===== src/rtl/stepdown_delay_scheduler_if.sv =====
// Request/grant and delay-cell handshake bundle for stepdown_delay_scheduler.
// master = requesters plus the delay cell, slave = the scheduler.
interface stepdown_delay_scheduler_if #(
    parameter int NREQ = 4
);
    logic [NREQ-1:0] req;
    logic [NREQ-1:0] ack;
    logic [NREQ-1:0] err;
    logic [2:0]      gnt_id;
    logic            busy;
    logic            dly_i;
    logic            dly_o;

    modport master (
        output req, dly_o,
        input  ack, err, gnt_id, busy, dly_i
    );

    modport slave (
        input  req, dly_o,
        output ack, err, gnt_id, busy, dly_i
    );
endinterface


===== src/rtl/stepdown_delay_scheduler.sv =====
// Round-robin sequencer sharing one rise-edge delay cell among NREQ requesters;
// returns ack on the delayed edge or err when the edge misses the window.
module stepdown_delay_scheduler #(
    parameter int NREQ       = 4,
    parameter int TMO_CYCLES = 32
) (
    input logic CELCLK,
    input logic CELRSTN,
    input logic CELV,
    input logic CELG,
    input logic CELSUB,
    stepdown_delay_scheduler_if.slave bus
);
    typedef enum logic [2:0] {IDLE, ARM, WAIT_HI, DONE, FAIL, DRAIN} state_t;

    localparam logic [7:0] TMO_LAST = 8'(TMO_CYCLES - 1);

    state_t            state;
    logic [2:0]        rr;
    logic [7:0]        cnt;
    logic              sync_q;
    logic              dly_o_s;
    logic [2*NREQ-1:0] req_dbl;
    logic [NREQ-1:0]   req_rot;
    logic [2:0]        offset;
    logic              found;
    logic [3:0]        wsum;
    logic [2:0]        winner;
    logic [2:0]        rr_next;
    logic [NREQ-1:0]   gnt_onehot;
    logic              unused_supply;

    // Supply, ground and substrate pins carry no logic.
    assign unused_supply = CELV ^ CELG ^ CELSUB;

    always_ff @(posedge CELCLK or negedge CELRSTN) begin
        if (!CELRSTN) begin
            sync_q  <= 1'b0;
            dly_o_s <= 1'b0;
        end else begin
            // NOTE: non-blocking assignments make the two flops a real shift chain.
            sync_q  <= bus.dly_o;
            dly_o_s <= sync_q;
        end
    end

    // Rotate requests so index 0 is the rr pointer, pick the lowest set bit.
    assign req_dbl = {bus.req, bus.req};
    assign req_rot = NREQ'(req_dbl >> rr);

    always_comb begin
        // NOTE: defaults first so no path through the loop leaves these as latches.
        offset = 3'd0;
        found  = 1'b0;
        for (int k = 0; k < NREQ; k++) begin
            if (!found && req_rot[k]) begin
                offset = 3'(k);
                found  = 1'b1;
            end
        end
    end

    assign wsum       = {1'b0, rr} + {1'b0, offset};
    assign winner     = (wsum >= 4'(NREQ)) ? 3'(wsum - 4'(NREQ)) : 3'(wsum);
    assign rr_next    = (bus.gnt_id == 3'(NREQ - 1)) ? 3'd0 : bus.gnt_id + 3'd1;
    assign gnt_onehot = NREQ'(1) << bus.gnt_id;

    // Outputs are registered on entry to the state that owns them.
    always_ff @(posedge CELCLK or negedge CELRSTN) begin
        if (!CELRSTN) begin
            state      <= IDLE;
            rr         <= 3'd0;
            cnt        <= 8'd0;
            bus.gnt_id <= 3'd0;
            bus.busy   <= 1'b0;
            bus.dly_i  <= 1'b0;
            bus.ack    <= '0;
            bus.err    <= '0;
        end else begin
            case (state)
                IDLE: begin
                    if (|bus.req && !dly_o_s) begin
                        bus.gnt_id <= winner;
                        bus.busy   <= 1'b1;
                        state      <= ARM;
                    end
                end
                ARM: begin
                    bus.dly_i <= 1'b1;
                    cnt       <= 8'd0;
                    state     <= WAIT_HI;
                end
                WAIT_HI: begin
                    cnt <= cnt + 8'd1;
                    // A late edge arriving on the last window cycle still counts.
                    if (dly_o_s) begin
                        bus.ack   <= gnt_onehot;
                        bus.dly_i <= 1'b0;
                        rr        <= rr_next;
                        state     <= DONE;
                    end else if (cnt == TMO_LAST) begin
                        bus.err   <= gnt_onehot;
                        bus.dly_i <= 1'b0;
                        rr        <= rr_next;
                        state     <= FAIL;
                    end
                end
                DONE, FAIL: begin
                    bus.ack <= '0;
                    bus.err <= '0;
                    state   <= DRAIN;
                end
                DRAIN: begin
                    if (!dly_o_s) begin
                        bus.busy <= 1'b0;
                        state    <= IDLE;
                    end
                end
                default: begin
                    state <= IDLE;
                end
            endcase
        end
    end
endmodule


===== src/flat_wrapper.sv =====
// flat-port wrapper written by rule: the top's interface ports become plain ports
module stepdown_delay_scheduler_flat 
#(
    parameter int NREQ       = 4,
    parameter int TMO_CYCLES = 32
)
  (CELCLK, CELRSTN, CELV, CELG, CELSUB, bus_req, bus_dly_o, bus_ack, bus_err, bus_gnt_id, bus_busy, bus_dly_i);
  stepdown_delay_scheduler_if #(.NREQ(NREQ)) bus_i ();
  input logic CELCLK;
  input logic CELRSTN;
  input logic CELV;
  input logic CELG;
  input logic CELSUB;
  input wire logic [$bits(bus_i.req)-1:0] bus_req;
  input wire logic [$bits(bus_i.dly_o)-1:0] bus_dly_o;
  output wire logic [$bits(bus_i.ack)-1:0] bus_ack;
  output wire logic [$bits(bus_i.err)-1:0] bus_err;
  output wire logic [$bits(bus_i.gnt_id)-1:0] bus_gnt_id;
  output wire logic [$bits(bus_i.busy)-1:0] bus_busy;
  output wire logic [$bits(bus_i.dly_i)-1:0] bus_dly_i;
  assign bus_i.req = bus_req;
  assign bus_i.dly_o = bus_dly_o;
  assign bus_ack = bus_i.ack;
  assign bus_err = bus_i.err;
  assign bus_gnt_id = bus_i.gnt_id;
  assign bus_busy = bus_i.busy;
  assign bus_dly_i = bus_i.dly_i;
  stepdown_delay_scheduler #(.NREQ(NREQ), .TMO_CYCLES(TMO_CYCLES)) u_core (.CELCLK(CELCLK), .CELRSTN(CELRSTN), .CELV(CELV), .CELG(CELG), .CELSUB(CELSUB), .bus(bus_i));
endmodule

===== config.mk =====
export PLATFORM = sky130hd
export DESIGN_NAME = stepdown_delay_scheduler_flat
export DESIGN_NICKNAME = d
export VERILOG_FILES = /design/src/rtl/stepdown_delay_scheduler_if.sv /design/src/rtl/stepdown_delay_scheduler.sv /design/src/flat_wrapper.sv
export SDC_FILE = /design/constraint.sdc
export NUM_CORES = 1
export LEC_CHECK = 0
export ABC_AREA = 1
export BUFFER_PORTS_ARGS = -buffer_cell sky130_fd_sc_hd__buf_2
export CORE_ASPECT_RATIO = 0.8
export CORE_MARGIN = 5
export CORE_UTILIZATION = 40
export DETAILED_ROUTE_END_ITERATION = 6
export PLACE_DENSITY_LB_ADDON = 0.3
export SKIP_CTS_REPAIR_TIMING = 1
export SLEW_MARGIN = 20
export SYNTH_ARGS = -nofsm -noshare
export SYNTH_HDL_FRONTEND = slang
export SYNTH_SLANG_ARGS = --single-unit
export TNS_END_PERCENT = 100

===== constraint.sdc =====
create_clock -name CELCLK -period 2.2 [get_ports CELCLK]
set_clock_uncertainty 0.05 [all_clocks]
set_input_delay 0 -clock CELCLK [delete_from_list [all_inputs] [get_ports CELCLK]]
set_output_delay 0 -clock CELCLK [all_outputs]
set_load 0.01 [all_outputs]

# == Word level (Yosys, flattened, before mapping) ==
# Index checks and enable logic that the tools add are counted.
# totals
register_bits,29
latch_bits,0
mem_bits_rw,0
rom_bits,0
inputBits,10
out_inout_bits,13
elab_cells,79
mem_count,0
# classes
n_addsub,4
n_mul,0
n_div,0
n_lt_le_gt_ge,1
n_eq_ne,13
n_shift,2
n_mux,27
bitwise,0
reduce_logical,22
# op_table
cell,n
two-way mux 3 bit,8
one-hot mux 4 bit (2 select lines),2
one-hot mux 8 bit (2 select lines),1
one-hot mux 3 bit (5 select lines),1
two-way mux 4 bit,3
equality test 3 x 2 -> 1 bit (second input constant),3
AND reduction 3 bit,3
adder 8 x 1 -> 8 bit (second input constant),1
equality test 8 x 5 -> 1 bit (second input constant),1
two-way mux 1 bit,8
AND reduction 2 bit,4
nonzero test 2 bit,4
>> shifter 8 x 3 -> 4 bit,1
equality test 3 bit (second input constant),2
!= test 2 x 1 -> 1 bit (second input constant),3
adder 3 x 2 -> 4 bit,1
>= comparator 4 x 3 -> 1 bit (second input constant),1
logical AND 1 bit,4
zero test 1 bit,4
two-way mux 2 bit,2
!= test 2 bit (second input constant),2
one-hot mux 1 bit (2 select lines),2
OR reduction 4 bit,1
<< shifter 1 x 3 -> 4 bit (first input constant),1
other kinds (6),6

# == Longest topological paths before layout ==
# Gate-level depths: netlist of run 1.
# depth
depth_word,14
ltp_mapped,13

# == Worst setup path after synthesis of run 1 ==
# OpenSTA, ideal clock, no wires.
# synth_timing
kind,reg2reg
start,register u_core.rr[1]
end,register u_core.bus.gnt_id[2]
setup_time_ns,0.077
arrival_time_ns,1.725
required_time_ns,2.073
setup_slack_ns,0.348
path_stages_with_launch,12
n_path_buf,0
synth_period_minus_slack_ns,1.852
path_cell_list,dfrtp_1 -> inv_1 -> nor2_1 -> nand2_1 -> nand2_1 -> nand2_1 -> a21oi_1 -> ha_1 -> fa_1 -> nand2_1 -> or2_2 -> a21oi_1
# synth_via
elab_chain_len,14
word_cells_on_any_way,17
cone_classes,add/sub: 2; order compare: 1; shift: 1; mux: 7; reduce/logical: 6
# synth_rtl
item,line_no,text
"start, declared",stepdown_delay_scheduler.sv:19,logic [2:0] rr;
"start signal, assigned",stepdown_delay_scheduler.sv:99,rr <= rr_next;
"start signal, assigned",stepdown_delay_scheduler.sv:104,rr <= rr_next;
>> shifter 8 x 3 -> 4 bit,stepdown_delay_scheduler.sv:49,assign req_rot = NREQ'(req_dbl >> rr);
two-way mux 1 bit,stepdown_delay_scheduler.sv:56,if (!found && req_rot[k]) begin
zero test 1 bit,stepdown_delay_scheduler.sv:56,
logical AND 1 bit,stepdown_delay_scheduler.sv:56,
two-way mux 1 bit,stepdown_delay_scheduler.sv:56,
zero test 1 bit,stepdown_delay_scheduler.sv:56,
logical AND 1 bit,stepdown_delay_scheduler.sv:56,
two-way mux 1 bit,stepdown_delay_scheduler.sv:56,
zero test 1 bit,stepdown_delay_scheduler.sv:56,
logical AND 1 bit,stepdown_delay_scheduler.sv:56,
two-way mux 2 bit,stepdown_delay_scheduler.sv:56,
adder 3 x 2 -> 4 bit *,stepdown_delay_scheduler.sv:63,"assign wsum = {1'b0, rr} + {1'b0, offset};"
>= comparator 4 x 3 -> 1 bit / subtractor 3 bit (equally long branches),stepdown_delay_scheduler.sv:64,assign winner = (wsum >= 4'(NREQ)) ? 3'(wsum - 4'(NREQ)) : 3'(wsum);
two-way mux 3 bit *,stepdown_delay_scheduler.sv:64,
"end signal, assigned",stepdown_delay_scheduler.sv:83,bus.gnt_id <= winner;
"end, declared",stepdown_delay_scheduler_if.sv:21,"output ack, err, gnt_id, busy, dly_i"
# Every way passes the cells marked *; elsewhere a longest branch is shown, timed or not.
# A chain may end at the register's enable or synchronous reset.

# == Worst setup path in the final report of run 1 ==
# layout_timing
start,register u_core.rr[0]
end,register u_core.bus.gnt_id[2]
# The elaborated chain is that of the path after synthesis.

==> results of run 1 <==
[flip-flops by register name, indices dropped and copies added (netlist names)]
| name | count |
|---|---|
| u_core.dly_o_s | 1 |
| u_core.cnt | 8 |
| u_core.state | 3 |
| u_core.bus.dly_i | 1 |
| u_core.bus.gnt_id | 3 |
| u_core.bus.err | 4 |
| u_core.rr | 3 |
| u_core.bus.busy | 1 |
| u_core.bus.ack | 4 |
| u_core.sync_q | 1 |
[Yosys cell counts]
library cell / n
o21ai_0: 8
inv_1: 25
nor2_2: 3
dfrtp_1: 29
ha_1: 7
fa_1: 1
nor2_1: 16
o21ai_2: 1
a21oi_2: 1
o21ai_1: 6
a21oi_1: 6
nand2_2: 3
nand3_1: 23
inv_2: 5
o22ai_1: 1
nand3_2: 1
buf_4: 1
nor3_1: 2
or2_2: 1
o31ai_1: 1
nand4_1: 6
nand2_1: 66
[final cells by class]
class,count,area (sq um)
fillers,411,1980
repair buffers,22,123
inverters,30,113
clock inverters,2,10.0
flip-flops and latches,29,727
clock buffers,6,72.6
well taps,55,68.8
multi-input cells,153,763
[path summary, 6_finish.rpt]
check	end	slack [ps]	cells after the start
worst min-delay path	u_core.bus.busy$_DFFE_PN0P_	150	6
max in group asynchronous	u_core.rr[0]$_DFFE_PN0P_	1410	2
worst min register to register	u_core.dly_o_s$_DFF_PN0_	300	0
worst max-delay path	u_core.bus.gnt_id[2]$_DFFE_PN0P_	150	10
worst max register to register	u_core.bus.gnt_id[2]$_DFFE_PN0P_	150	10
min in group asynchronous	u_core.rr[2]$_DFFE_PN0P_	240	2
[power groups by stage]
stage / clock [mW] / sequential, mW / combinational, mW
finish: 0.412 / 0.815 / 0.903
global route: 0.449 / 0.837 / 1.06
global placement: 0 / 0.815 / 0.906
detailed placement: 0 / 0.814 / 0.900
floorplan: 0 / 0.818 / 0.659
CTS: 0.420 / 0.810 / 0.912
[metal layers]
metal  GRT usage  wire, um  share of wire  up-vias
met1       0.204      1710           0.52      634
met5           0         0              0        -
met4      0.0464        36          0.011        0
li1            -         -              -      734
met2       0.198      1360           0.42       28
met3      0.0432       157          0.048        4
[worst max-delay path, cell delays in order, from the launching register on]
cell	delay, ps
dfrtp_2	450
o21ai_0	270
nand2_1	80
nand2_1	90
nand2_1	50
a21oi_1	140
ha_1	200
fa_1	160
nand2_1	40
or2_2	280
a21oi_1	140
[stage by stage]
stage                     area [sq um]   util  power, mW
after global placement            1770  0.460       1.72
after floorplan                   1610      -       1.48
after global routing              1880  0.487       2.34
final                             1880  0.487       2.13
after detailed placement          1770  0.460       1.71
after CTS                         1860  0.481       2.14
[cells by family after synthesis]
| family | count (synthesis) | synth area share |
|---|---|---|
| and+or+nand+nor | 121 | 0.326 |
| buffers and inverters | 31 | 0.0747 |
| DFF | 29 | 0.451 |
| AOI/OAI and AO/OA | 24 | 0.0817 |
| adders and majority gates | 8 | 0.0669 |
==> key figures, run 1 <==
Status
  – Status: complete, no violations

Placement
  – Port buffer count: 19
  – Setup WS pre-CTS: approximately 180 ps
  – Dpl cells: between 200 and 300
  – HPWL Detailed: 2460 um
  – Routability cong.: 0.801

Setup path
  – Critical path class: reg2reg
  – Crit path DAT: between 2000 and 2500 ps
  – CP Launch Type: register
  – CP Max Fanout: 8
  – Crit. End Element: register
  – Reg-to-reg startpoint: u_core.rr[0]$_DFFE_PN0P_
  – CP required: 2340 ps
  – CP Launch Point: u_core.rr[0]$_DFFE_PN0P_

Floorplan
  – Site Rows: 20
  – Io pins: 23
  – Starting density of the core: 0.418
  – Die X: 80.9 um
  – Core area: just under 4000 sq um
  – Die Span Y: 66.7 um
  – Die area: 5400 sq um

Synth
  – Syn nets: between 200 and 250
  – Synth Register Bits: 29
  – Main area contributors after synthesis: dfrtp_1 (45%), nand2_1 (15%), nand3_1 (7.2%)
  – Area fraction of the dominant cell type after synthesis: 0.451
  – Syn_area_per_cell: 7.55 sq um
  – Synth unique cells: 22
  – Ys Warns: 0
  – Syn Inst Count: 213
  – Post-Syn Area: around 1600 sq um
  – Cell accounting for the most synthesized area: dfrtp_1
  – Seq/Total Area, Yosys: 0.451

STA
  – Hold_ws: 147 ps
  – Max-slew violations: 0
  – Worst-Margin Slew: 652 ps
  – RSZ-0062 raised after global routing: false
  – F_max: 0.487 GHz
  – Hold violation count in the final report: 0
  – Final worst path period share: 0.933
  – Final min period: 2050 ps
  – Slew headroom: 0.565
  – Final setup viols: 0
  – Setup WS post-layout: 146 ps
  – Setup TNS: 0 ps

Route
  – Remaining DRCs: 0
  – Drt total wl: 3260 um
  – Routed len/inst: 11.0 um
  – Vias per Instance: 4.71
  – Drt pass-1 iters: 4
  – Initial DRC count: 50
  – Vias: 1400
  – Final antenna-violating net count: 0

Final layout
  – Commonest non-fill, non-tap cell in the layout: nand2_1
  – Syn-to-layout area delta: 16.6%
  – Non-filler cells, final: approximately 300
  – Commonest cells after routing, fill and taps aside: nand2_1 (66), dfrtp_1 (28), inv_1 (25)
  – Share of cells above drive strength 1: 0.178
  – Layout Nets: 259
  – Ant diodes: 0

Min path
  – Worst min path class: in2reg
  – Startpoint of the worst hold path: bus_req[1]

Global routing
  – Largest net degree at the start of global routing: 30
  – Vias in the first global route: 1327
  – Global-route wire length before repair: roughly 6000 um
  – Total track usage: 0.141
  – Initial antenna violation count: 0
  – GRT overflow: 0

Clock network
  – CTS Sinks: 29
  – Worst skew pair latency: about 280 ps
  – CTS tree: built
  – H-tree levels: 2
  – Clock transition at path regs: about 70 ps
  – Num CTS Buffers: 5
  – CTS max path bufs: 2
  – CTS root buffer: clkbuf_8

Power and ir drop
  – Clk pwr share: 0.193
  – Switching Share: 0.436
  – Power per cell area: between 1000 and 1500 nW/um^2
  – Cell-internal power: around 1.2 mW
  – Leak Pwr: about 1 nW
  – Switching pwr: 928 uW
  – VDD IR max: 0.454 mV
  – Logic pwr share: 0.424
  – Sequential share of power: 0.383

Job
  – MaxCap Viol Count: 0
(Power assumes the default switching activity.)
==> run 2, diff against run 1 <==
--- a/config.mk
+++ b/config.mk
@@ -9,7 +9,7 @@
 export BUFFER_PORTS_ARGS = -buffer_cell sky130_fd_sc_hd__buf_2
 export CORE_ASPECT_RATIO = 0.8
 export CORE_MARGIN = 5
-export CORE_UTILIZATION = 40
+export CORE_UTILIZATION = 56
 export DETAILED_ROUTE_END_ITERATION = 6
 export PLACE_DENSITY_LB_ADDON = 0.3
 export SKIP_CTS_REPAIR_TIMING = 1
==> key figures, run 2 (synthesized netlist as in run 1, its figures left out) <==
Clock network
  – CTS root buffer: clkbuf_4
  – Num CTS Buffers: 5
  – H-tree levels: 2
  – CTS max path bufs: 2
  – CTS Sinks: 29
  – Worst skew pair latency: 330 ps
  – CTS tree: built
  – Clock transition at path regs: approximately 90 ps

Power and ir drop
  – VDD IR max: 0.714 mV
  – Switching pwr: 923 uW
  – Power per cell area: 1130 nW/um^2
  – Clk pwr share: 0.176
  – Leak Pwr: 1.01 nW
  – Overall Power: 2.08 mW
  – Cell-internal power: 1.16 mW
  – Switching Share: 0.443
  – Logic pwr share: 0.429
  – Sequential share of power: 0.395

Floorplan
  – Site Rows: 17
  – Die Span Y: just under 60 um
  – Die area: 4050 sq um
  – Starting density of the core: 0.582
  – Core area: 2770 sq um
  – Io pins: 23
  – Die X: 69.9 um

Final layout
  – Syn-to-layout area delta: 14.2%
  – Max reg flops: 8
  – Biggest regs: u_core.cnt x8, u_core.bus.ack x4, u_core.bus.err x4
  – Ant diodes: 0
  – Core Util, Final: 0.664
  – Share of cells above drive strength 1: 0.183
  – Commonest cells after routing, fill and taps aside: nand2_1 (66), dfrtp_1 (27), inv_1 (25)
  – Fill cells: 245
  – Non-Filler Cell Area, Final: 1840 sq um
  – Non-filler cells, final: between 200 and 300
  – Layout Nets: 258
  – Reg with most FFs: u_core.cnt
  – Commonest non-fill, non-tap cell in the layout: nand2_1

Global routing
  – Global-route wire length before repair: approximately 5700 um
  – Largest net degree at the start of global routing: 30
  – GRT overflow: 0
  – Initial antenna violation count: 0
  – Total track usage: 0.179
  – Vias in the first global route: 1285

Min path
  – Worst min path class: in2reg
  – Worst Hold Endpoint: u_core.bus.busy$_DFFE_PN0P_
  – Startpoint of the worst hold path: bus_req[1]
  – Worst hold path depth: 6

Placement
  – Port buffer count: 19
  – Dpl cell area: 1740 sq um
  – HPWL Detailed: between 2000 and 3000 um
  – Routability cong.: 0.883
  – Dpl cells: 269

Setup path
  – Worst-case reg-to-reg path depth: 8
  – Critical-path cell with the highest stage delay: dfrtp_2
  – Cell family with the largest share of critical-path delay: adder cells
  – WP buf/inv: 0
  – CP required: ~2400 ps
  – Critical path class: reg2reg
  – Reg-to-reg startpoint: u_core.rr[0]$_DFFE_PN0P_
  – Max stage delay on crit path: 470 ps
  – Crit. End Element: register
  – Worst R2R End: u_core.bus.gnt_id[1]$_DFFE_PN0P_
  – CP Launch Type: register
  – R2R Setup Slk: 170 ps
  – Cells along the critical path: nand2_1 -> o21ai_1 -> o21ai_0 -> a21oi_1 -> ha_1 -> fa_1 -> nand2_1 -> o21ai_0
  – Crit path DAT: 2190 ps
  – CP Max Fanout: 8

Status
  – Status: complete, no violations

STA
  – Final setup viols: 0
  – Final worst path period share: 0.923
  – Max-slew violations: 0
  – Final min period: about 2000 ps
  – RSZ-0062 raised after global routing: false
  – F_max: 0.493 GHz
  – Worst-Margin Slew: roughly 650 ps
  – Slew headroom: 0.565
  – Setup TNS: 0 ps
  – Hold violation count in the final report: 0

Route
  – Routed len/inst: 11.6 um
  – Drt total wl: 3230 um
  – Initial DRC count: 95
  – Drt pass-1 iters: 4
  – Remaining DRCs: 0
  – Vias per Instance: 5.10
  – Vias: 1424
  – Final antenna-violating net count: 0

Job
  – MaxCap Viol Count: 0
==> run 2: cell types whose count changed in the layout (fill, tap and decap cells not counted) <==
| cell | previous run | this run |
|---|---|---|
| clkbuf_1 | 1 | 0 |
| dfrtp_1 | 28 | 27 |
| o21ai_0 | 8 | 7 |
| dfrtp_2 | 1 | 2 |
| clkinv_2 | 2 | 1 |
| buf_4 | 1 | 0 |
| clkbuf_4 | 0 | 5 |
| o21ai_1 | 6 | 7 |
| clkbuf_8 | 5 | 2 |
==> run 2: worst reg2reg max path: cells and delay by family, from the launching register on <==
family / cells / cell delay [ps]
adder cells (fa/ha/maj): 2 / 680
AO/OA/AOI/OAI: 4 / 560
flip-flops: 1 / 470
AND/OR/NAND/NOR: 2 / 140
==> run 2: per-stage QoR <==
| stage | hold slack, ps | setup WS, ps |
|---|---|---|
| after floorplan | -346 | 348 |
| after global placement | 8.83 | 167 |
| after detailed placement | 12.0 | 115 |
| after CTS | -353 | 89.1 |
| after global routing | 156 | 10.9 |
| final | 135 | 170 |
==> run 2: final cells by class <==
type / instances / area [sq um] / share of cell area
clock buffer: 7 / 65.1 / 0.0354
tap: 38 / 47.5 / 0.0259
clock inverter: 1 / 5.00 / 0.00272
timing repair buffer: 21 / 115 / 0.0627
multi-input combinational: 153 / 763 / 0.416
inverter: 30 / 113 / 0.0613
sequential: 29 / 728 / 0.396
==> run 2: worst max-delay path by stage <==
stage / from / end / slack (ps) / cells past startpoint
after floorplan: u_core.rr[1]$_DFFE_PN0P_ / u_core.bus.gnt_id[2]$_DFFE_PN0P_ / 350 / 11
after global placement: u_core.rr[0]$_DFFE_PN0P_ / u_core.bus.gnt_id[2]$_DFFE_PN0P_ / 170 / 10
after detailed placement: u_core.rr[1]$_DFFE_PN0P_ / u_core.bus.gnt_id[2]$_DFFE_PN0P_ / 120 / 11
after CTS: u_core.rr[1]$_DFFE_PN0P_ / u_core.bus.gnt_id[2]$_DFFE_PN0P_ / 90 / 11
after global routing: u_core.rr[0]$_DFFE_PN0P_ / u_core.bus.gnt_id[2]$_DFFE_PN0P_ / 10 / 12
final: u_core.rr[0]$_DFFE_PN0P_ / u_core.bus.gnt_id[1]$_DFFE_PN0P_ / 170 / 8
==> run 2: power groups by stage <==
stage / clock network [mW] / registers [mW] / logic [mW]
4_1_cts: 0.377 / 0.815 / 0.887
3_3_place_gp: 0 / 0.820 / 0.862
2_1_floorplan: 0 / 0.818 / 0.659
5_1_grt: 0.415 / 0.852 / 1.03
6_report: 0.366 / 0.822 / 0.894
3_5_place_dp: 0 / 0.825 / 0.888
==> run 2: routing by layer <==
layer | global-route usage | wire (um) | vias up
met5 | 0 | 0 | -
met4 | 0.0847 | 61 | 0
met3 | 0.0589 | 255 | 7
met2 | 0.229 | 1200 | 47
met1 | 0.268 | 1710 | 630
li1 | - | - | 740
==> run 3, diff against run 2 <==
--- a/config.mk
+++ b/config.mk
@@ -7,9 +7,11 @@
 export LEC_CHECK = 0
 export ABC_AREA = 1
 export BUFFER_PORTS_ARGS = -buffer_cell sky130_fd_sc_hd__buf_2
+export CELL_PAD_IN_SITES_DETAIL_PLACEMENT = 1
+export CELL_PAD_IN_SITES_GLOBAL_PLACEMENT = 1
 export CORE_ASPECT_RATIO = 0.8
 export CORE_MARGIN = 5
-export CORE_UTILIZATION = 56
+export CORE_UTILIZATION = 41
 export DETAILED_ROUTE_END_ITERATION = 6
 export PLACE_DENSITY_LB_ADDON = 0.3
 export SKIP_CTS_REPAIR_TIMING = 1
==> key figures, run 3 (synthesized netlist as in run 1, its figures left out) <==
Status
  – Status: complete, no violations

Power and ir drop
  – Overall Power: approximately 2.4 mW
  – Leak Pwr: 1.03 nW
  – Power per cell area: ~1200 nW/um^2
  – VDD IR max: 0.492 mV

Setup path
  – Crit. End Element: register
  – CP Launch Type: register
  – Critical path class: reg2reg
  – Worst-case reg-to-reg path depth: 9
  – Crit path DAT: 2230 ps
  – CP Max Fanout: 8
  – CP required: between 2000 and 2500 ps

Global routing
  – Total track usage: 0.166
  – Initial antenna violation count: 0
  – Vias in the first global route: between 1000 and 1500
  – Met3 Resource Use GR: 0.0599
  – GR met2 Demand/Resource: 0.225
  – GRT overflow: 0
  – Global-route wire length before repair: 6630 um
  – Met1 Usage GRT: 0.233
  – Largest net degree at the start of global routing: 30
  – GRT Max-Usage Layer: met1

Job
  – MaxCap Viol Count: 0

Route
  – Initial DRC count: 55
  – Final antenna-violating net count: 0
  – Vias per Instance: roughly 4.9
  – Remaining DRCs: 0
  – Drt total wl: a little under 4000 um
  – Routed len/inst: about 13 um
  – Drt pass-1 iters: 4
  – Vias: 1443

Floorplan
  – Die X: 80.0 um
  – Core area: 3800 sq um
  – Die Span Y: 66.0 um
  – Io pins: 23
  – Starting density of the core: 0.423
  – Die area: between 5000 and 6000 sq um
  – Site Rows: 20

Clock network
  – Worst skew pair latency: 290 ps
  – Clock transition at path regs: around 70 ps
  – CTS tree: built
  – H-tree levels: 2
  – CTS max path bufs: 2
  – CTS Sinks: 29
  – Num CTS Buffers: 5
  – CTS root buffer: clkbuf_8

Placement
  – Dpl cell area: 1770 sq um
  – HPWL Detailed: 2890 um
  – Dpl cells: about 290
  – Setup WS pre-CTS: 104 ps
  – Routability cong.: approximately 0.83
  – Port buffer count: 19

STA
  – Max-slew violations: 0
  – Slew headroom: 0.561
  – Final min period: 2050 ps
  – Setup TNS: 0 ps
  – Setup WS post-layout: 146 ps
  – Final setup viols: 0
  – F_max: 0.487 GHz
  – Worst-Margin Slew: 658 ps
  – Hold violation count in the final report: 0
  – Final worst path period share: 0.934

Final layout
  – Share of cells above drive strength 1: 0.194
  – Fill cells: 515
  – Non-Filler Cell Area, Final: roughly 1900 sq um
  – Syn-to-layout area delta: 19.4%
  – Reg with most FFs: u_core.cnt
  – Layout Nets: 259
  – Ant diodes: 0
  – Max reg flops: 8
  – Commonest non-fill, non-tap cell in the layout: nand2_1
  – Commonest cells after routing, fill and taps aside: nand2_1 (66), dfrtp_1 (27), inv_1 (25)
  – Biggest regs: u_core.cnt x8, u_core.bus.ack x4, u_core.bus.err x4
  – Non-filler cells, final: approximately 300

Min path
  – Worst min path class: in2reg
  – Worst hold path depth: 6
## run 3: worst max-delay path, stage by stage, from the launching register on
cell and delay, ps:
dfrtp_2 460, nand2_1 70, o21ai_1 80, o21ai_0 310, nand2_1 100, nor2_1 220
fa_1 210, nand2_1 50, or2_2 300, a21oi_2 130
## run 3: final timing paths
| path | slack (ps) | endpoint | startpoint |
|---|---|---|---|
| worst max-delay path | 150 | u_core.bus.gnt_id[2]$_DFFE_PN0P_ | u_core.rr[0]$_DFFE_PN0P_ |
| worst min-delay path | 180 | u_core.bus.busy$_DFFE_PN0P_ | bus_req[1] |
| worst max register to register | 150 | u_core.bus.gnt_id[2]$_DFFE_PN0P_ | u_core.rr[0]$_DFFE_PN0P_ |
| worst min register to register | 300 | u_core.dly_o_s$_DFF_PN0_ | u_core.sync_q$_DFF_PN0_ |
| max in group asynchronous | 1400 | u_core.rr[1]$_DFFE_PN0P_ | CELRSTN |
| min in group asynchronous | 230 | u_core.cnt[5]$_DFFE_PN0P_ | CELRSTN |
## run 3: metrics by stage
stage               utilization  hold slack [ps]
finish                    0.505              184
global placement          0.466             16.3
detailed placement        0.466             15.9
global route              0.505              226
CTS                       0.497             -297
floorplan                     -             -346
## run 3: area by class of cell
type	count	area, sq um	area share
clock buffer	7	86.3	0.0449
timing repair buffer	22	123	0.0638
clock inverter	1	30.0	0.0156
tap	55	68.8	0.0358
multi-input combinational	153	773	0.402
sequential	29	728	0.379
inverter	30	113	0.0586
## run 3: layer usage
metal / up-vias / routed length, um
li1: 742 / -
met1: 665 / 1970
met2: 28 / 1670
met3: 8 / 186
met4: 0 / 79
met5: - / 0
## run 3: report_power, final
part,internal [mW],switching [mW],total [mW]
Combinational,0.334,0.644,0.978
Clock,0.369,0.210,0.579
Sequential,0.669,0.156,0.825
Total,1.37,1.01,2.38
